### src/rtl/adder_stim_gen_if.sv
// adder_stim_gen_if
//
// Purpose: valid/ready flit channel between the adder stimulus generator
// and the operand inputs of the adder under characterization. One flit
// of 2N bits travels as two N-bit operands.
//
// Signals:
//   valid   producer -> consumer  input1/input2 hold a flit
//   ready   consumer -> producer  consumer accepts the current flit
//   input1  producer -> consumer  flit bits [N-1:0]
//   input2  producer -> consumer  flit bits [2N-1:N]
//
// Modports:
//   master  the stimulus generator (drives valid and operands)
//   slave   the consumer (drives ready)

interface adder_stim_gen_if #(
  parameter int N = 18
);

  logic         valid;
  logic         ready;
  logic [N-1:0] input1;
  logic [N-1:0] input2;

  modport master (
    output valid,
    output input1,
    output input2,
    input  ready
  );

  modport slave (
    input  valid,
    input  input1,
    input  input2,
    output ready
  );

endinterface

### src/rtl/adder_stim_gen.sv
// adder_stim_gen
//
// Purpose: hardware packet-stimulus source for the adder characterization
// flow. A run emits NUM_PKT packets of PAYLOAD flits each, separated by
// GAP idle cycles. Every flit is a 2N-bit walking-ones/zeros word, split
// into two N-bit operands. A valid/ready handshake lets a registered
// consumer stall the stream without losing or repeating flits.
//
// Parameters:
//   N        operand width, flit width W = 2N
//   PAYLOAD  flits per packet (>= 1)
//   GAP      idle cycles between packets (>= 0)
//   NUM_PKT  packets per run (>= 1)
//
// Ports:
//   clk       in   rising-edge clock
//   rst_n     in   asynchronous active-low reset
//   start     in   run request, only honoured while idle
//   bus       if   master side of the flit channel (valid/ready/input1/input2)
//   busy      out  a run is in progress
//   done      out  one-cycle pulse after the last flit of the run is accepted
//   pkt_cnt   out  packets completed in the current run
//   flit_cnt  out  flits accepted in the current packet
//
// Pattern: the flit is a function of an index m (0..W) and a phase p.
// L(m) has the low m bits set; the flit is L(m) when (m mod 2) xor p is
// zero, otherwise ~L(m). Each packet starts at m=1, p=0. The index then
// counts up; m=W at p=0 is followed by m=1 at p=1, and m=W-1 at p=1 is
// followed by m=0 at p=0, giving a period of 2W flits.

module adder_stim_gen #(
  parameter int N       = 18,
  parameter int PAYLOAD = 20,
  parameter int GAP     = 7,
  parameter int NUM_PKT = 10
) (
  input  logic                               clk,
  input  logic                               rst_n,
  input  logic                               start,
  adder_stim_gen_if.master                   bus,
  output logic                               busy,
  output logic                               done,
  output logic [$clog2(NUM_PKT + 1) - 1:0]   pkt_cnt,
  output logic [$clog2(PAYLOAD + 1) - 1:0]   flit_cnt
);

  localparam int W  = 2 * N;
  localparam int MW = $clog2(W + 1);
  localparam int PW = $clog2(NUM_PKT + 1);
  localparam int FW = $clog2(PAYLOAD + 1);
  // The gap counter runs 0..GAP-1, so it needs at least one bit even
  // when the gap is zero or one cycle long.
  localparam int GW = (GAP > 1) ? $clog2(GAP) : 1;

  localparam logic [FW-1:0] FLIT_LAST = FW'(PAYLOAD - 1);
  localparam logic [PW-1:0] PKT_LAST  = PW'(NUM_PKT - 1);
  localparam logic [GW-1:0] GAP_LAST  = GW'((GAP > 0) ? GAP - 1 : 0);
  localparam logic [MW-1:0] M_FIRST   = MW'(1);
  localparam logic [MW-1:0] M_TOP     = MW'(W);
  localparam logic [MW-1:0] M_TOP_M1  = MW'(W - 1);

  typedef enum logic [1:0] {
    S_IDLE,
    S_SEND,
    S_GAP
  } state_t;

  // Walking-ones/zeros word for index m and phase p.
  function automatic logic [W-1:0] patternFlit(input logic [MW-1:0] m,
                                                 input logic          p);
    logic [W-1:0] l;
    l = '0;
    for (int i = 0; i < W; i++) begin
      l[i] = (i < int'(m));
    end
    if ((m[0] ^ p) == 1'b0) begin
      return l;
    end else begin
      return ~l;
    end
  endfunction

  state_t          r_state;
  logic [MW-1:0]   r_m;
  logic            r_p;
  logic [W-1:0]    r_data;
  logic            r_valid;
  logic            r_busy;
  logic            r_done;
  logic [PW-1:0]   r_pkt_cnt;
  logic [FW-1:0]   r_flit_cnt;
  logic [GW-1:0]   r_gap_cnt;

  state_t          w_state_next;
  logic [MW-1:0]   w_m_next;
  logic            w_p_next;
  logic [W-1:0]    w_data_next;
  logic            w_valid_next;
  logic            w_busy_next;
  logic            w_done_next;
  logic [PW-1:0]   w_pkt_cnt_next;
  logic [FW-1:0]   w_flit_cnt_next;
  logic [GW-1:0]   w_gap_cnt_next;

  logic [MW-1:0]   w_step_m;
  logic            w_step_p;
  logic [W-1:0]    w_step_flit;
  logic [W-1:0]    w_first_flit;

  // Successor of the pattern index currently on the bus. The two wrap
  // points are where the phase flips; everywhere else m simply counts up.
  always_comb begin
    w_step_m = r_m + MW'(1);
    w_step_p = r_p;
    if (!r_p && (r_m == M_TOP)) begin
      w_step_m = M_FIRST;
      w_step_p = 1'b1;
    end else if (r_p && (r_m == M_TOP_M1)) begin
      w_step_m = '0;
      w_step_p = 1'b0;
    end
    w_step_flit  = patternFlit(w_step_m, w_step_p);
    w_first_flit = patternFlit(M_FIRST, 1'b0);
  end

  // Next-state and next-output logic. Everything defaults to holding its
  // value, which is what keeps the operands frozen while the consumer
  // stalls and through the gap and idle periods; done is the only
  // self-clearing signal.
  always_comb begin
    w_state_next    = r_state;
    w_m_next        = r_m;
    w_p_next        = r_p;
    w_data_next     = r_data;
    w_valid_next    = r_valid;
    w_busy_next     = r_busy;
    w_done_next     = 1'b0;
    w_pkt_cnt_next  = r_pkt_cnt;
    w_flit_cnt_next = r_flit_cnt;
    w_gap_cnt_next  = r_gap_cnt;

    case (r_state)
      S_IDLE: begin
        if (start) begin
          w_state_next    = S_SEND;
          w_busy_next     = 1'b1;
          w_valid_next    = 1'b1;
          w_data_next     = w_first_flit;
          w_m_next        = M_FIRST;
          w_p_next        = 1'b0;
          w_pkt_cnt_next  = '0;
          w_flit_cnt_next = '0;
        end
      end

      S_SEND: begin
        if (r_valid && bus.ready) begin
          if (r_flit_cnt == FLIT_LAST) begin
            w_flit_cnt_next = '0;
            w_pkt_cnt_next  = r_pkt_cnt + PW'(1);
            if (r_pkt_cnt == PKT_LAST) begin
              w_state_next = S_IDLE;
              w_valid_next = 1'b0;
              w_busy_next  = 1'b0;
              w_done_next  = 1'b1;
            end else if (GAP == 0) begin
              // Back-to-back packets: the next packet's first flit
              // replaces the last one without a bubble.
              w_data_next = w_first_flit;
              w_m_next    = M_FIRST;
              w_p_next    = 1'b0;
            end else begin
              w_state_next   = S_GAP;
              w_valid_next   = 1'b0;
              w_gap_cnt_next = '0;
            end
          end else begin
            w_flit_cnt_next = r_flit_cnt + FW'(1);
            w_data_next     = w_step_flit;
            w_m_next        = w_step_m;
            w_p_next        = w_step_p;
          end
        end
      end

      S_GAP: begin
        if (r_gap_cnt == GAP_LAST) begin
          w_state_next = S_SEND;
          w_valid_next = 1'b1;
          w_data_next  = w_first_flit;
          w_m_next     = M_FIRST;
          w_p_next     = 1'b0;
        end else begin
          w_gap_cnt_next = r_gap_cnt + GW'(1);
        end
      end

      default: begin
        w_state_next = S_IDLE;
        w_valid_next = 1'b0;
        w_busy_next  = 1'b0;
      end
    endcase
  end

  // State register. Reset clears the whole run immediately so that a
  // reset mid-packet never leaves a partial packet to resume.
  always_ff @(posedge clk or negedge rst_n) begin
    if (!rst_n) begin
      r_state    <= S_IDLE;
      r_m        <= '0;
      r_p        <= 1'b0;
      r_data     <= '0;
      r_valid    <= 1'b0;
      r_busy     <= 1'b0;
      r_done     <= 1'b0;
      r_pkt_cnt  <= '0;
      r_flit_cnt <= '0;
      r_gap_cnt  <= '0;
    end else begin
      r_state    <= w_state_next;
      r_m        <= w_m_next;
      r_p        <= w_p_next;
      r_data     <= w_data_next;
      r_valid    <= w_valid_next;
      r_busy     <= w_busy_next;
      r_done     <= w_done_next;
      r_pkt_cnt  <= w_pkt_cnt_next;
      r_flit_cnt <= w_flit_cnt_next;
      r_gap_cnt  <= w_gap_cnt_next;
    end
  end

  // All outputs come straight from registers; ready only reaches them
  // through the next-state logic.
  assign bus.valid  = r_valid;
  assign bus.input1 = r_data[N-1:0];
  assign bus.input2 = r_data[W-1:N];
  assign busy       = r_busy;
  assign done       = r_done;
  assign pkt_cnt    = r_pkt_cnt;
  assign flit_cnt   = r_flit_cnt;

endmodule
### src/flat_wrapper.sv
// flat-port wrapper written by rule: the top's interface ports become plain ports
module adder_stim_gen_flat 
#(
  parameter int N       = 18,
  parameter int PAYLOAD = 20,
  parameter int GAP     = 7,
  parameter int NUM_PKT = 10
)
  (clk, rst_n, start, busy, done, pkt_cnt, flit_cnt, bus_valid, bus_input1, bus_input2, bus_ready);
  adder_stim_gen_if #(.N(N)) bus_i ();
  input  logic clk;
  input  logic rst_n;
  input  logic start;
  output logic busy;
  output logic done;
  output logic [$clog2(NUM_PKT + 1) - 1:0] pkt_cnt;
  output logic [$clog2(PAYLOAD + 1) - 1:0] flit_cnt;
  output wire logic [$bits(bus_i.valid)-1:0] bus_valid;
  output wire logic [$bits(bus_i.input1)-1:0] bus_input1;
  output wire logic [$bits(bus_i.input2)-1:0] bus_input2;
  input wire logic [$bits(bus_i.ready)-1:0] bus_ready;
  assign bus_valid = bus_i.valid;
  assign bus_input1 = bus_i.input1;
  assign bus_input2 = bus_i.input2;
  assign bus_i.ready = bus_ready;
  adder_stim_gen #(.N(N), .PAYLOAD(PAYLOAD), .GAP(GAP), .NUM_PKT(NUM_PKT)) u_core (.clk(clk), .rst_n(rst_n), .start(start), .bus(bus_i), .busy(busy), .done(done), .pkt_cnt(pkt_cnt), .flit_cnt(flit_cnt));
endmodule
### config.mk
export PLATFORM = sky130hd
export DESIGN_NAME = adder_stim_gen_flat
export DESIGN_NICKNAME = d
export VERILOG_FILES = /design/src/rtl/adder_stim_gen_if.sv /design/src/rtl/adder_stim_gen.sv /design/src/flat_wrapper.sv
export SDC_FILE = /design/constraint.sdc
export NUM_CORES = 1
export LEC_CHECK = 0
export CAP_MARGIN = 20
export CORE_MARGIN = 2
export CORE_UTILIZATION = 50
export CTS_CLUSTER_SIZE = 20
export DETAILED_ROUTE_END_ITERATION = 7
export PLACE_DENSITY = 0.73
export SYNTH_ARGS = -nofsm -noshare
export SYNTH_HDL_FRONTEND = slang
export SYNTH_SLANG_ARGS = --single-unit
### constraint.sdc
create_clock -name clk -period 3.55 [get_ports clk]
set_input_delay 0.355 -clock clk [delete_from_list [all_inputs] [get_ports clk]]
set_output_delay 0.355 -clock clk [all_outputs]
set_load 0.02 [all_outputs]
After elaboration in Yosys (flattened, before gate mapping). Index checks and enable logic that the tools add are counted. W data, S select, Z words.

Register bits: 60. Output and inout bits: 48.

Add/sub/neg operators: 4. $lt $le $gt $ge: 36. Eq/ne operators: 15. Multiplexer cells: 52. Bitwise logic cells: 3. Reduce and logical (&&, ||, !) cells: 14.

Operators with widths (number): $mux W36 (5); $pmux W36 S3 (1); $lt A5 B6 Y1 const A (16); $lt A4 B6 Y1 const A (8); $mux W6 (6); $not A36 Y36 (1); $lt A3 B6 Y1 const A (4); $lt A6 B6 Y1 const A (4); $pmux W6 S3 (1); $mux W1 (17); $mux W5 (3); $reduce_and A5 Y1 (3); $eq A6 B6 Y1 const B (2); $lt A1 B6 Y1 const A (2); $lt A2 B6 Y1 const A (2); $mux W3 (4); $mux W4 (3); $mux W2 (5); $pmux W5 S2 (1); $pmux W1 S3 (3); $ne A2 B1 Y1 const B (4); $ne A2 B2 Y1 const B (4); $pmux W4 S2 (1); $reduce_and A4 Y1 (2); 19 further kinds (22).

Longest topological paths before layout.
Depth in word-level cells: 10. Depth in mapped cells: 10.

Worst setup path after synthesis. Ideal clock, no wire load.

Kind: reg-to-reg. From: register u_core.r_m[0]. To: register u_core.r_data[20]. Data arrival time: 2.397 ns. Path slack: 1.027 ns. Cell stages (with the launch flop): 11. Period minus slack after synthesis: 2.523 ns. Path through: dfrtp_1 > buf_2 > inv_1 > ha_1 > nand3b_1 > nor2_1 > or3_1 > buf_6 > or3_4 > and3_1 > o32a_1.

Cells in the longest elaborated chain, start to end: 10. Elaborated cells on any way between the ends: 16. Those cells by class: add/sub: 1; order compare: 1; eq/ne: 2; mux: 8; bitwise: 2; reduce/logical: 2.

RTL lines: from (decl) (line adder_stim_gen.sv:84) `logic [MW-1:0] r_m;`; from (signal assigned) (line adder_stim_gen.sv:222) `r_m <= w_m_next;`; parallel branches: the longest is 6 deep, another holds $add A6 B1 Y6; $mux W36 (*) (line adder_stim_gen.sv:76) `if ((m[0] ^ p) == 1'b0) begin`; $mux W36 (*) (line adder_stim_gen.sv:158) `if (r_flit_cnt == FLIT_LAST) begin`; $mux W36 (*) (line adder_stim_gen.sv:157) `if (r_valid && bus.ready) begin`; $pmux W36 S3 (*) (line adder_stim_gen.sv:142) `case (r_state)`; to (signal assigned) (line adder_stim_gen.sv:224) `r_data <= w_data_next;`; to (decl) (line adder_stim_gen.sv:86) `logic [W-1:0] r_data;`.

Every way passes the cells marked *. The select of a mux whose other input is x is not followed. A chain may end at the register's enable or synchronous reset.

Worst setup path after layout.
From: register u_core.r_m[0]. To: register u_core.r_data[22].

Same word-level chain as after synthesis.

==> impl_metrics.ini <==
[yosys]
postSynthAreaPerCell_sq_um = 9.22
synth_cells = 411
yosys.cell_types.count = 67
netlist_area_sq_um = 3790
synth_edf_count = 0
synth_nets = 427
synthFlopType = dfrtp_1
synthArstFlopShare_pct = 100
ys_ff_latch = 60
yosysSeqAreaShare_pct = 39.6
ys_warn_count = 0

[sta]
fmaxAchievable_mhz = 338
drv_slew = 0
tightest_slew_ns = 0.845
slew-limit-headroom_pct = 43.7
rsz0062_at_grt = false
period_needed_ns = 2.96
hold_viol = 0
setup_viol = 0
fin_crit_sh_pct = 83.4
finClkSkew_ns = 0.0103
final.setup.tns_ns = 0

[cells_and_area]
antenna_cells = 0
drive_gt1_share_pct = 11.1
syn_to_final_growth_pct = 18.0
final_cells = 559
nNetsFinal = 472

[floorplanning]
start_util_pct = 52.0
fp.dieH_um = 91.1
die_w_um = 91.1
fp-row-count = 31
core_sq_um = 7290
dieArea_sq_um = 8290
pin_count = 52

[cts]
cts-buffers-inserted = 9
clk_path_buf_depth = 2
clkTransAtPathRegs_ns = 0.07
clk_latency_ns = 0.34
cts_hold_buf = 0
post_cts_buffers = 0
ctsHtreeMaxLevel = 3
cts_resized = 0
clock_sinks = 60
cts_tree = yes
cts_root_buf = clkbuf_8

[detailed_routing]
via_per_inst = 6.00
drt_iter0_drc = 327
final_antenna_net_count = 0
totalWireLength_um = 9340
avgRoutedWirePerCell_um = 16.7
num_vias = 3355
drt_pass1_iterations = 6
drc = 0

[status]
run_status = complete, no violations

[run]
cap_violations = 0

[place]
dp_hpwl_um = 6460
port_buffers = 51
placed_cells = 543
gp_congestion = 0.926

[setup_path]
endpoint = u_core.r_data[22]
cp-end-kind = flip-flop
path_class = flip-flop to flip-flop
arrival_ns = 3.18
reg2reg_from = u_core.r_m[0]
r2r_end = u_core.r_data[22]
worstPathRequired_ns = 3.77
path_max_fanout = 17
r2r_slack_ns = 0.59
worstSetupStartpoint = u_core.r_m[0]
rr_worst_depth = 7
startpoint_type = flip-flop

[global_route]
grt_overflow = 0
grt_max_degree = 47
grt_pass1_wl_um = 16100
grt_usage_pct = 23.9
antenna_found_initial = 0
grt_pass1_vias = 3206

[worst_hold_path]
holdCritPathClass = primary input to async pin

[power_and_ir_drop]
leakagePower_uw = 0.00167
vdd_drop_max_uv = 452
power_density_nw_per_um2 = 746
[placed cells by master (no fill, tap or decap), drive strengths merged, types with 3 or more instances in the layout]
cell,Yosys,layout
and2,4,4
nor2b,4,4
clkdlybuf4s50,0,50
a21oi,23,23
o32a,5,5
nor4,5,5
a21o,4,4
inv,10,10
a211oi,6,6
o22a,12,12
o22ai,3,3
xnor2,14,14
and3,5,5
nor2,31,31
nand3,20,20
clkinv,0,3
o21ai,20,20
o2111a,3,3
o31ai,4,4
o221a,8,8
or2,3,3
nand4,6,6
a22o,11,11
nand3b,6,6
or3,5,5
dfrtp,60,60
nand2,47,47
clkbuf,13,10
nor3,4,4
a31oi,12,12
ha,12,12
buf,15,13
[worst min-delay path by stage]
| stage | from | end | cells past startpoint |
|---|---|---|---|
| after detailed placement | u_core.r_data[21] | u_core.r_data[21] | 1 |
| after floorplan | rst_n | u_core.bus.valid | 0 |
| after CTS | rst_n | u_core.r_data[35] | 1 |
| after global routing | rst_n | u_core.flit_cnt[1] | 1 |
| final | rst_n | u_core.r_data[35] | 1 |
| after global placement | u_core.r_data[20] | u_core.r_data[20] | 1 |
[area by class of cell]
| type | count | area, sq um |
|---|---|---|
| repair buffers | 63 | 596 |
| flip-flops and latches | 60 | 1500 |
| fillers | 642 | 2820 |
| clock buffers | 10 | 128 |
| well taps | 99 | 124 |
| inverters | 10 | 37.5 |
| multi-input cells | 312 | 2060 |
| clock inverters | 5 | 30.0 |
[synthesized netlist by cell type (all sizes together) (3+ instances only)]
cell type  instances  area share (%)
dfrtp             60              40
nand2             47             4.7
nor2              31             3.1
a21oi             23             3.4
nand3             20             2.6
o21ai             20             2.6
buf               15             3.3
xnor2             14             3.2
clkbuf            13             1.6
a31oi             12             2.1
ha                12             4.0
o22a              12             2.8
a22o              11             2.5
inv               10            0.99
o221a              8             2.4
a211oi             6             1.2
nand3b             6             1.2
nand4              6            0.99
and3               5            0.83
nor4               5            0.83
o32a               5             1.3
or3                5            0.96
a21o               4            0.83
and2               4            0.66
nor2b              4            0.66
nor3               4            0.53
o31ai              4            0.79
o2111a             3            0.89
o22ai              3            0.50
or2                3            0.50
[sequential cells by signal (all words and copies together), names as in the netlist]
name,cells
u_core.r_data,36
u_core.r_m,6
u_core.flit_cnt,5
u_core.pkt_cnt,4
u_core.r_gap_cnt,3
u_core.r_state,2
u_core.bus.valid,1
u_core.busy,1
u_core.done,1
u_core.r_p,1
[critical path, cell delays in order, from the launching register on]
cell and delay [ns]:
dfrtp_1 0.57, ha_1 0.51, nand3b_1 0.20, a21oi_4 0.46
nor2_1 0.25, or3_1 0.38, and3_1 0.19, o32a_1 0.28
[routing by layer]
layer	GRT usage [%]	part of all wire (%)	vias up
li1	-	-	1621
met1	33.0	46	1605
met2	38.5	47	115
met3	4.73	5.6	14
met4	6.57	1.3	0
met5	0	0	-
[logic make-up (layout without fill, tap and decap cells)]
logic type / Yosys count / in the layout / synth area share [%]
AND/OR/NAND/NOR: 152 / 152 / 20.5
AO/OA/AOI/OAI: 129 / 129 / 25.3
buffers and inverters: 39 / 88 / 6.11
flip-flops: 60 / 60 / 39.6
multiplexers: 3 / 3 / 0.858
XOR/XNOR: 16 / 16 / 3.70
adder cells (fa/ha/maj): 12 / 12 / 3.96
[report_power, final]
part | switching (uW) | internal (uW)
Combinational | 1050 | 720
Clock | 275 | 245
Sequential | 160 | 885
Total | 1490 | 1850
[stage by stage]
stage | utilization (%) | power (uW) | hold slack, ns | cell area, sq um | setup slack [ns]
global route | 61.4 | 3580 | 0.192 | 4470 | 0.389
global placement | 59.1 | 2800 | 0.487 | 4310 | 0.586
detailed placement | 59.1 | 2820 | 0.486 | 4310 | 0.374
CTS | 61.3 | 3350 | 0.152 | 4470 | 0.356
floorplan | - | 2230 | 0.0594 | 3790 | 1.03
finish | 61.4 | 3340 | 0.111 | 4470 | 0.589
Power figures use the tool's default switching activity.
